--- src/rtl/spi_pkg.sv ---
// Shared SPI definitions: frame state, byte width, debug view and the
// CPOL/CPHA to sample/shift edge mapping used by both the responder and the master.
package spi_pkg;

   localparam int SPI_BYTE_W = 8;
   localparam int SPI_CNT_W  = $clog2(SPI_BYTE_W);

   typedef enum logic {
      ST_IDLE   = 1'b0,
      ST_ACTIVE = 1'b1
   } spi_state_e;

   typedef struct packed {
      logic sample_on_rise;
      logic shift_on_rise;
   } spi_edge_sel_t;

   typedef struct packed {
      spi_state_e           state;
      logic [SPI_CNT_W-1:0] bit_cnt;
      logic                 cs_sync;
      logic                 sclk_sync;
   } spi_dbg_t;

   // Lead edge leaves the CPOL level (rise when CPOL=0); CPHA=1 samples on trail.
   function automatic spi_edge_sel_t spi_edge_sel(input logic cpol, input logic cpha);
      spi_edge_sel_t sel;
      sel.sample_on_rise = ~(cpol ^ cpha);
      sel.shift_on_rise  = cpol ^ cpha;
      return sel;
   endfunction

endpackage

--- src/rtl/spi_sync_edge.sv ---
// Two-flop synchronizer with a history flop; emits single-cycle rise/fall
// pulses by comparing the synchronized level with its previous value.
module spi_sync_edge #(
   parameter logic RESET_VAL = 1'b0
) (
   input  logic clk_i,
   input  logic rst_i,
   input  logic d_i,
   output logic sync_o,
   output logic rise_o,
   output logic fall_o
);

   logic s1_q;
   logic s2_q;
   logic s3_q;

   always_ff @(posedge clk_i or posedge rst_i) begin
      if (rst_i) begin
         s1_q <= RESET_VAL;
         s2_q <= RESET_VAL;
         s3_q <= RESET_VAL;
      end else begin
         s1_q <= d_i;
         s2_q <= s1_q;
         s3_q <= s2_q;
      end
   end

   assign sync_o = s2_q;
   assign rise_o = s2_q & ~s3_q;
   assign fall_o = ~s2_q & s3_q;

endmodule

--- src/rtl/spi_byte_responder.sv ---
// SPI byte responder: oversampled pins, MSB-first receive, one-entry transmit
// holding register feeding a shifter that reloads at every byte boundary.
module spi_byte_responder
   import spi_pkg::*;
#(
   parameter logic                  CPOL      = 1'b1,
   parameter logic                  CPHA      = 1'b1,
   parameter logic [SPI_BYTE_W-1:0] FILL_BYTE = 8'h00
) (
   input  logic                  sys_clk,
   input  logic                  sys_rst,
   input  logic                  cs,
   input  logic                  sclk,
   input  logic                  mosi,
   output logic                  miso,
   output logic                  miso_oe,
   input  logic [SPI_BYTE_W-1:0] tx_data,
   input  logic                  tx_valid,
   output logic                  tx_ready,
   output logic [SPI_BYTE_W-1:0] rx_data,
   output logic                  rx_valid,
   output logic                  frame_start,
   output logic                  frame_end,
   output logic                  tx_underrun,
   output spi_dbg_t              dbg_o
);

   localparam spi_edge_sel_t EDGE_SEL = spi_edge_sel(CPOL, CPHA);
   localparam logic [SPI_CNT_W-1:0] LAST_BIT = SPI_CNT_W'(SPI_BYTE_W - 1);

   logic cs_s2, cs_rise, cs_fall;
   logic sclk_s2, sclk_rise, sclk_fall;
   logic mosi_s1_q, mosi_s2_q;

   spi_sync_edge #(.RESET_VAL(1'b1)) u_cs_sync (
      .clk_i  (sys_clk),
      .rst_i  (sys_rst),
      .d_i    (cs),
      .sync_o (cs_s2),
      .rise_o (cs_rise),
      .fall_o (cs_fall)
   );

   spi_sync_edge #(.RESET_VAL(CPOL)) u_sclk_sync (
      .clk_i  (sys_clk),
      .rst_i  (sys_rst),
      .d_i    (sclk),
      .sync_o (sclk_s2),
      .rise_o (sclk_rise),
      .fall_o (sclk_fall)
   );

   always_ff @(posedge sys_clk or posedge sys_rst) begin
      if (sys_rst) begin
         mosi_s1_q <= 1'b0;
         mosi_s2_q <= 1'b0;
      end else begin
         mosi_s1_q <= mosi;
         mosi_s2_q <= mosi_s1_q;
      end
   end

   spi_state_e           state_q, state_d;
   logic [SPI_CNT_W-1:0] bit_cnt_q, bit_cnt_d;
   logic [SPI_BYTE_W-1:0] rx_sh_q, rx_sh_d;
   logic [SPI_BYTE_W-1:0] rx_data_q, rx_data_d;
   logic [SPI_BYTE_W-1:0] tx_sh_q, tx_sh_d;
   logic [SPI_BYTE_W-1:0] hold_q, hold_d;
   logic                 hold_full_q, hold_full_d;
   logic                 skip_q, skip_d;
   logic                 miso_q, miso_d;
   logic                 miso_oe_q, miso_oe_d;
   logic                 rx_valid_q, rx_valid_d;
   logic                 frame_start_q, frame_start_d;
   logic                 frame_end_q, frame_end_d;
   logic                 underrun_q, underrun_d;

   logic active, sample_ev, shift_ev, byte_done, frame_go, load;

   always_comb begin
      // The cs rise cycle already has cs_s2 high, so edges there are dropped.
      active    = (state_q == ST_ACTIVE) && !cs_s2;
      sample_ev = active && (EDGE_SEL.sample_on_rise ? sclk_rise : sclk_fall);
      shift_ev  = active && (EDGE_SEL.shift_on_rise ? sclk_rise : sclk_fall);
      byte_done = sample_ev && (bit_cnt_q == LAST_BIT);
      frame_go  = (state_q == ST_IDLE) && cs_fall;
      load      = frame_go || byte_done;

      state_d       = state_q;
      bit_cnt_d     = bit_cnt_q;
      rx_sh_d       = rx_sh_q;
      rx_data_d     = rx_data_q;
      tx_sh_d       = tx_sh_q;
      hold_d        = hold_q;
      hold_full_d   = hold_full_q;
      skip_d        = skip_q;
      rx_valid_d    = 1'b0;
      frame_start_d = 1'b0;
      frame_end_d   = 1'b0;
      underrun_d    = 1'b0;

      if (frame_go) begin
         state_d       = ST_ACTIVE;
         bit_cnt_d     = '0;
         frame_start_d = 1'b1;
      end

      if (cs_rise) begin
         state_d     = ST_IDLE;
         bit_cnt_d   = '0;
         frame_end_d = 1'b1;
      end

      if (sample_ev) begin
         rx_sh_d   = {rx_sh_q[SPI_BYTE_W-2:0], mosi_s2_q};
         bit_cnt_d = bit_cnt_q + SPI_CNT_W'(1);
         if (byte_done) begin
            rx_data_d  = rx_sh_d;
            rx_valid_d = 1'b1;
         end
      end

      if (shift_ev) begin
         if (skip_q) begin
            skip_d = 1'b0;
         end else begin
            tx_sh_d = {tx_sh_q[SPI_BYTE_W-2:0], 1'b0};
         end
      end

      // For CPHA=0 the first shift edge of a frame already moves to bit 6,
      // so only CPHA=1 frame starts and every byte-boundary reload skip it.
      if (load) begin
         tx_sh_d     = hold_full_q ? hold_q : FILL_BYTE;
         underrun_d  = !hold_full_q;
         hold_full_d = 1'b0;
         skip_d      = CPHA || byte_done;
      end

      if (tx_valid && !hold_full_q) begin
         hold_d      = tx_data;
         hold_full_d = 1'b1;
      end

      miso_oe_d = (state_d == ST_ACTIVE);
      miso_d    = miso_oe_d ? tx_sh_d[SPI_BYTE_W-1] : 1'b0;
   end

   always_ff @(posedge sys_clk or posedge sys_rst) begin
      if (sys_rst) begin
         state_q       <= ST_IDLE;
         bit_cnt_q     <= '0;
         rx_sh_q       <= '0;
         rx_data_q     <= '0;
         tx_sh_q       <= '0;
         hold_q        <= '0;
         hold_full_q   <= 1'b0;
         skip_q        <= 1'b0;
         miso_q        <= 1'b0;
         miso_oe_q     <= 1'b0;
         rx_valid_q    <= 1'b0;
         frame_start_q <= 1'b0;
         frame_end_q   <= 1'b0;
         underrun_q    <= 1'b0;
      end else begin
         state_q       <= state_d;
         bit_cnt_q     <= bit_cnt_d;
         rx_sh_q       <= rx_sh_d;
         rx_data_q     <= rx_data_d;
         tx_sh_q       <= tx_sh_d;
         hold_q        <= hold_d;
         hold_full_q   <= hold_full_d;
         skip_q        <= skip_d;
         miso_q        <= miso_d;
         miso_oe_q     <= miso_oe_d;
         rx_valid_q    <= rx_valid_d;
         frame_start_q <= frame_start_d;
         frame_end_q   <= frame_end_d;
         underrun_q    <= underrun_d;
      end
   end

   assign miso        = miso_q;
   assign miso_oe     = miso_oe_q;
   assign tx_ready    = !hold_full_q;
   assign rx_data     = rx_data_q;
   assign rx_valid    = rx_valid_q;
   assign frame_start = frame_start_q;
   assign frame_end   = frame_end_q;
   assign tx_underrun = underrun_q;

   assign dbg_o.state     = state_q;
   assign dbg_o.bit_cnt   = bit_cnt_q;
   assign dbg_o.cs_sync   = cs_s2;
   assign dbg_o.sclk_sync = sclk_s2;

endmodule
--- config.mk ---
export PLATFORM = sky130hd
export DESIGN_NAME = spi_byte_responder
export DESIGN_NICKNAME = d
export VERILOG_FILES = /design/src/rtl/spi_pkg.sv /design/src/rtl/spi_sync_edge.sv /design/src/rtl/spi_byte_responder.sv
export SDC_FILE = /design/constraint.sdc
export NUM_CORES = 1
export LEC_CHECK = 0
export CAP_MARGIN = 0
export CELL_PAD_IN_SITES_DETAIL_PLACEMENT = 0
export CELL_PAD_IN_SITES_GLOBAL_PLACEMENT = 2
export CORE_MARGIN = 2
export CORE_UTILIZATION = 37
export DETAILED_ROUTE_END_ITERATION = 16
export PLACE_DENSITY_LB_ADDON = 0.05
export SYNTH_ARGS = -nofsm -noshare
export SYNTH_HDL_FRONTEND = slang
export SYNTH_HIERARCHICAL = 1
export SYNTH_SLANG_ARGS = --single-unit
--- constraint.sdc ---
create_clock -name sys_clk -period 4.78 [get_ports sys_clk]
set_input_delay 0.956 -clock sys_clk [delete_from_list [all_inputs] [get_ports sys_clk]]
set_output_delay 0.956 -clock sys_clk [all_outputs]
set_load 0.05 [all_outputs]
==> out/qor.yml <==
outcome: "complete, no violations"
ios: 35
drtPass1Iterations: 4
path_cells: "inv_1 > clkdlybuf4s50_1"
drc: 0
grt_max_degree: 45
p_switching_mw: 0.300
die_area_mm2: 0.00593
yosysWarnings: 6
cpLargestDelayFamily: "buffers and inverters"
diodes: 0
cts_root_buffer: "clkbuf_8"
clock_latency_ns: 0.30
fin_crit_ns: 2.69
seqPwrFrac: 0.554
io_buffers: 34
synth_area_leaders: "dfrtp_1, mux2_2, dfstp_2, mux2i_1, nand2_1"
cts_buffer_depth: 2
grtUsageMet1: 0.176
path_max_fanout: 12
holdWs_ns: 0.359
rsz0062_at_grt: "no"
gp_congestion: 0.673
post_cts_buffers: 0
grt_pass1_vias: 1195
yosysSeqAreaShare: 0.639
slew_headroom: 0.473
synthTopCellsByCount: "dfrtp_1, nand2_1, mux2_2"
cts_resized: 0
ir_drop_uv: 171
dp_hpwl_um: 2410
finalHoldViolations: 0
antenna_found_initial: 0
synth-seq-cells: 50
setup_viol: 0
worstSetupEndpointType: "output port"
synth_area_leader_cell: "dfrtp_1"
cts_buffers: 5
synth_nets: 166
clkPwrFrac: 0.240
cpPeakStageDelay_ns: 0.80
min_path_type: "register to register"
vias: 1183
arrival_ns: 1.73
place_ws_ns: 2.15
worst_pin_slew_ns: 0.791
synth.avg_cell_area_um2: 13.1
ys.flop_type: "dfrtp_1"
p_int_mw: 0.732
fin_cells: 255
drive_gt1_frac: 0.189
yosys.area.top_type_share: 0.559
postLayoutCoreUtil: 0.476
cts.sinks: 50
wl_per_cell_um: 13.6
grt_pass1_wl_um: 5870
grtUsageTotal: 0.130
num_rows: 26
power_mw: 1.03
fin_ws_ns: 2.09
required_ns: 3.82
maxCapViolations: 0
power_density_mw_per_mm2: 422
crit_path_start_kind: "register"
synth.distinct_cells: 27
p_sw_frac: 0.291
die_h_um: 77.0
busiest_layer: "met2"
synth.cell_area_mm2: 0.00197
ctsHoldBuffers: 0
synth.most_common_cell: "dfrtp_1"
dpl-instance-area_mm2: 0.00236
placedCellCount: 247
async_flop_share: 1.00
htree_levels: 2
globalRouteOverflowTotal: 0
synth_edf_count: 0
p_leak_nw: 1.17
maxSlewViolCount: 0
max_freq_ghz: 0.372
clk_pin_slew_ns: 0.08
tritoncts: "done"
core-area_mm2: 0.00514
met2_usage: 0.194
pwr-share-comb: 0.206
vias_per_cell: 4.64
grt_use_met3: 0.0400
skew_ns: 0.00319
ant_nets: 0
fin_tns_setup_ns: 0
initial_core_util: 0.383
crit_path_top_delay_cell: "clkdlybuf4s50_1"
die_w_um: 77.0
drt_iter0_drc: 41
fin_nets: 200
wirelength_um: 3470
path_class: "register to output port"
syn2layout_area_growth_pct: 24.2
fin_crit_sh: 0.563
worstPathBufferInverterCount: 2
synthCells: 150
fin_area_mm2: 0.00245
## per-layer routing
layer,vias up,part of all wire
met1,588,0.48
met2,26,0.47
met5,-,0
met4,0,0.012
met3,4,0.040
li1,565,-
## layout make-up
cell class                 instances  area (µm²)
timing repair buffer              35         348
fill                             506        2690
multi-input combinational         86         639
clock buffer                       7        86.3
tap                               70        87.6
inverter                           6        22.5
sequential                        50        1260
clock inverter                     1        5.00
## cell usage in the layout, fill, tap and decap left out
cell	netlist	routed
clkinv_2	0	1
dfstp_2	6	6
inv_1	6	6
ha_1	2	2
dfrtp_1	44	44
a21oi_2	1	1
buf_4	3	1
nor2_1	3	3
clkbuf_8	0	6
nand2b_1	1	1
o21ai_0	1	1
and4bb_1	1	1
a2111oi_2	1	1
mux2i_1	14	14
a22o_1	2	2
and3b_1	1	1
nand3b_1	2	2
clkdlybuf4s50_1	0	34
a21o_1	1	1
a21oi_1	1	1
clkbuf_1	3	1
nand4b_1	1	1
and2b_2	2	2
nor3_1	1	1
mux2_2	17	17
nor2b_1	3	3
nand2_1	30	30
a22oi_1	1	1
## power groups by stage
stage | Combinational (mW) | Sequential [mW] | Clock (mW)
2_1_floorplan | 0.153 | 0.575 | 0
3_3_place_gp | 0.208 | 0.579 | 0
3_5_place_dp | 0.217 | 0.582 | 0
4_1_cts | 0.218 | 0.574 | 0.260
5_1_grt | 0.238 | 0.586 | 0.278
6_report | 0.212 | 0.572 | 0.248
## worst register-to-register path, stage by stage (launching register included)
cell       delay (ns)
dfstp_2          0.55
nor2b_1          0.22
and3b_1          0.48
a21oi_2          0.31
a2111oi_2        0.36
## flip-flops by register name, indices dropped and copies added, names as in the netlist
register and flops:
rx_valid 1, miso_oe 1, rx_data 8, u_cs_sync/s3_q 1, miso 1, tx_sh_q 8
mosi_s1_q 1, u_sclk_sync/sync_o 1, rx_sh_q 7, hold_q 8, u_sclk_sync/s1_q 1, u_cs_sync/sync_o 1
frame_start 1, tx_underrun 1, u_cs_sync/s1_q 1, frame_end 1, u_sclk_sync/s3_q 1, skip_q 1
mosi_s2_q 1, bit_cnt_q 3, hold_full_q 1
## cells by family (layout without fill, tap and decap cells)
family,after synthesis,count (layout),synth area share
flip-flops,50,50,0.639
AND/OR/NAND/NOR,45,45,0.110
AO/OA/AOI/OAI,8,8,0.0336
adder cells (fa/ha/maj),2,2,0.0127
multiplexers,31,31,0.168
buffers and inverters,14,49,0.0368
## worst paths after layout
path / from / to / slack, ns / cells after the start
max: hold_full_q$_DFFE_PP0P_ / tx_ready / 2.09 / 2
min: u_cs_sync/s1_q$_DFF_PP1_ / u_cs_sync/sync_o$_DFF_PP1_ / 0.36 / 0
max reg2reg: u_sclk_sync/sync_o$_DFF_PP1_ / miso$_DFF_PP0_ / 2.76 / 4
min reg2reg: u_cs_sync/s1_q$_DFF_PP1_ / u_cs_sync/sync_o$_DFF_PP1_ / 0.36 / 0
max in group asynchronous: sys_rst / hold_q[0]$_DFFE_PP0P_ / 3.25 / 3
min in group asynchronous: sys_rst / u_sclk_sync/s3_q$_DFF_PP1_ / 1.05 / 2
(Power assumes the default switching activity.)
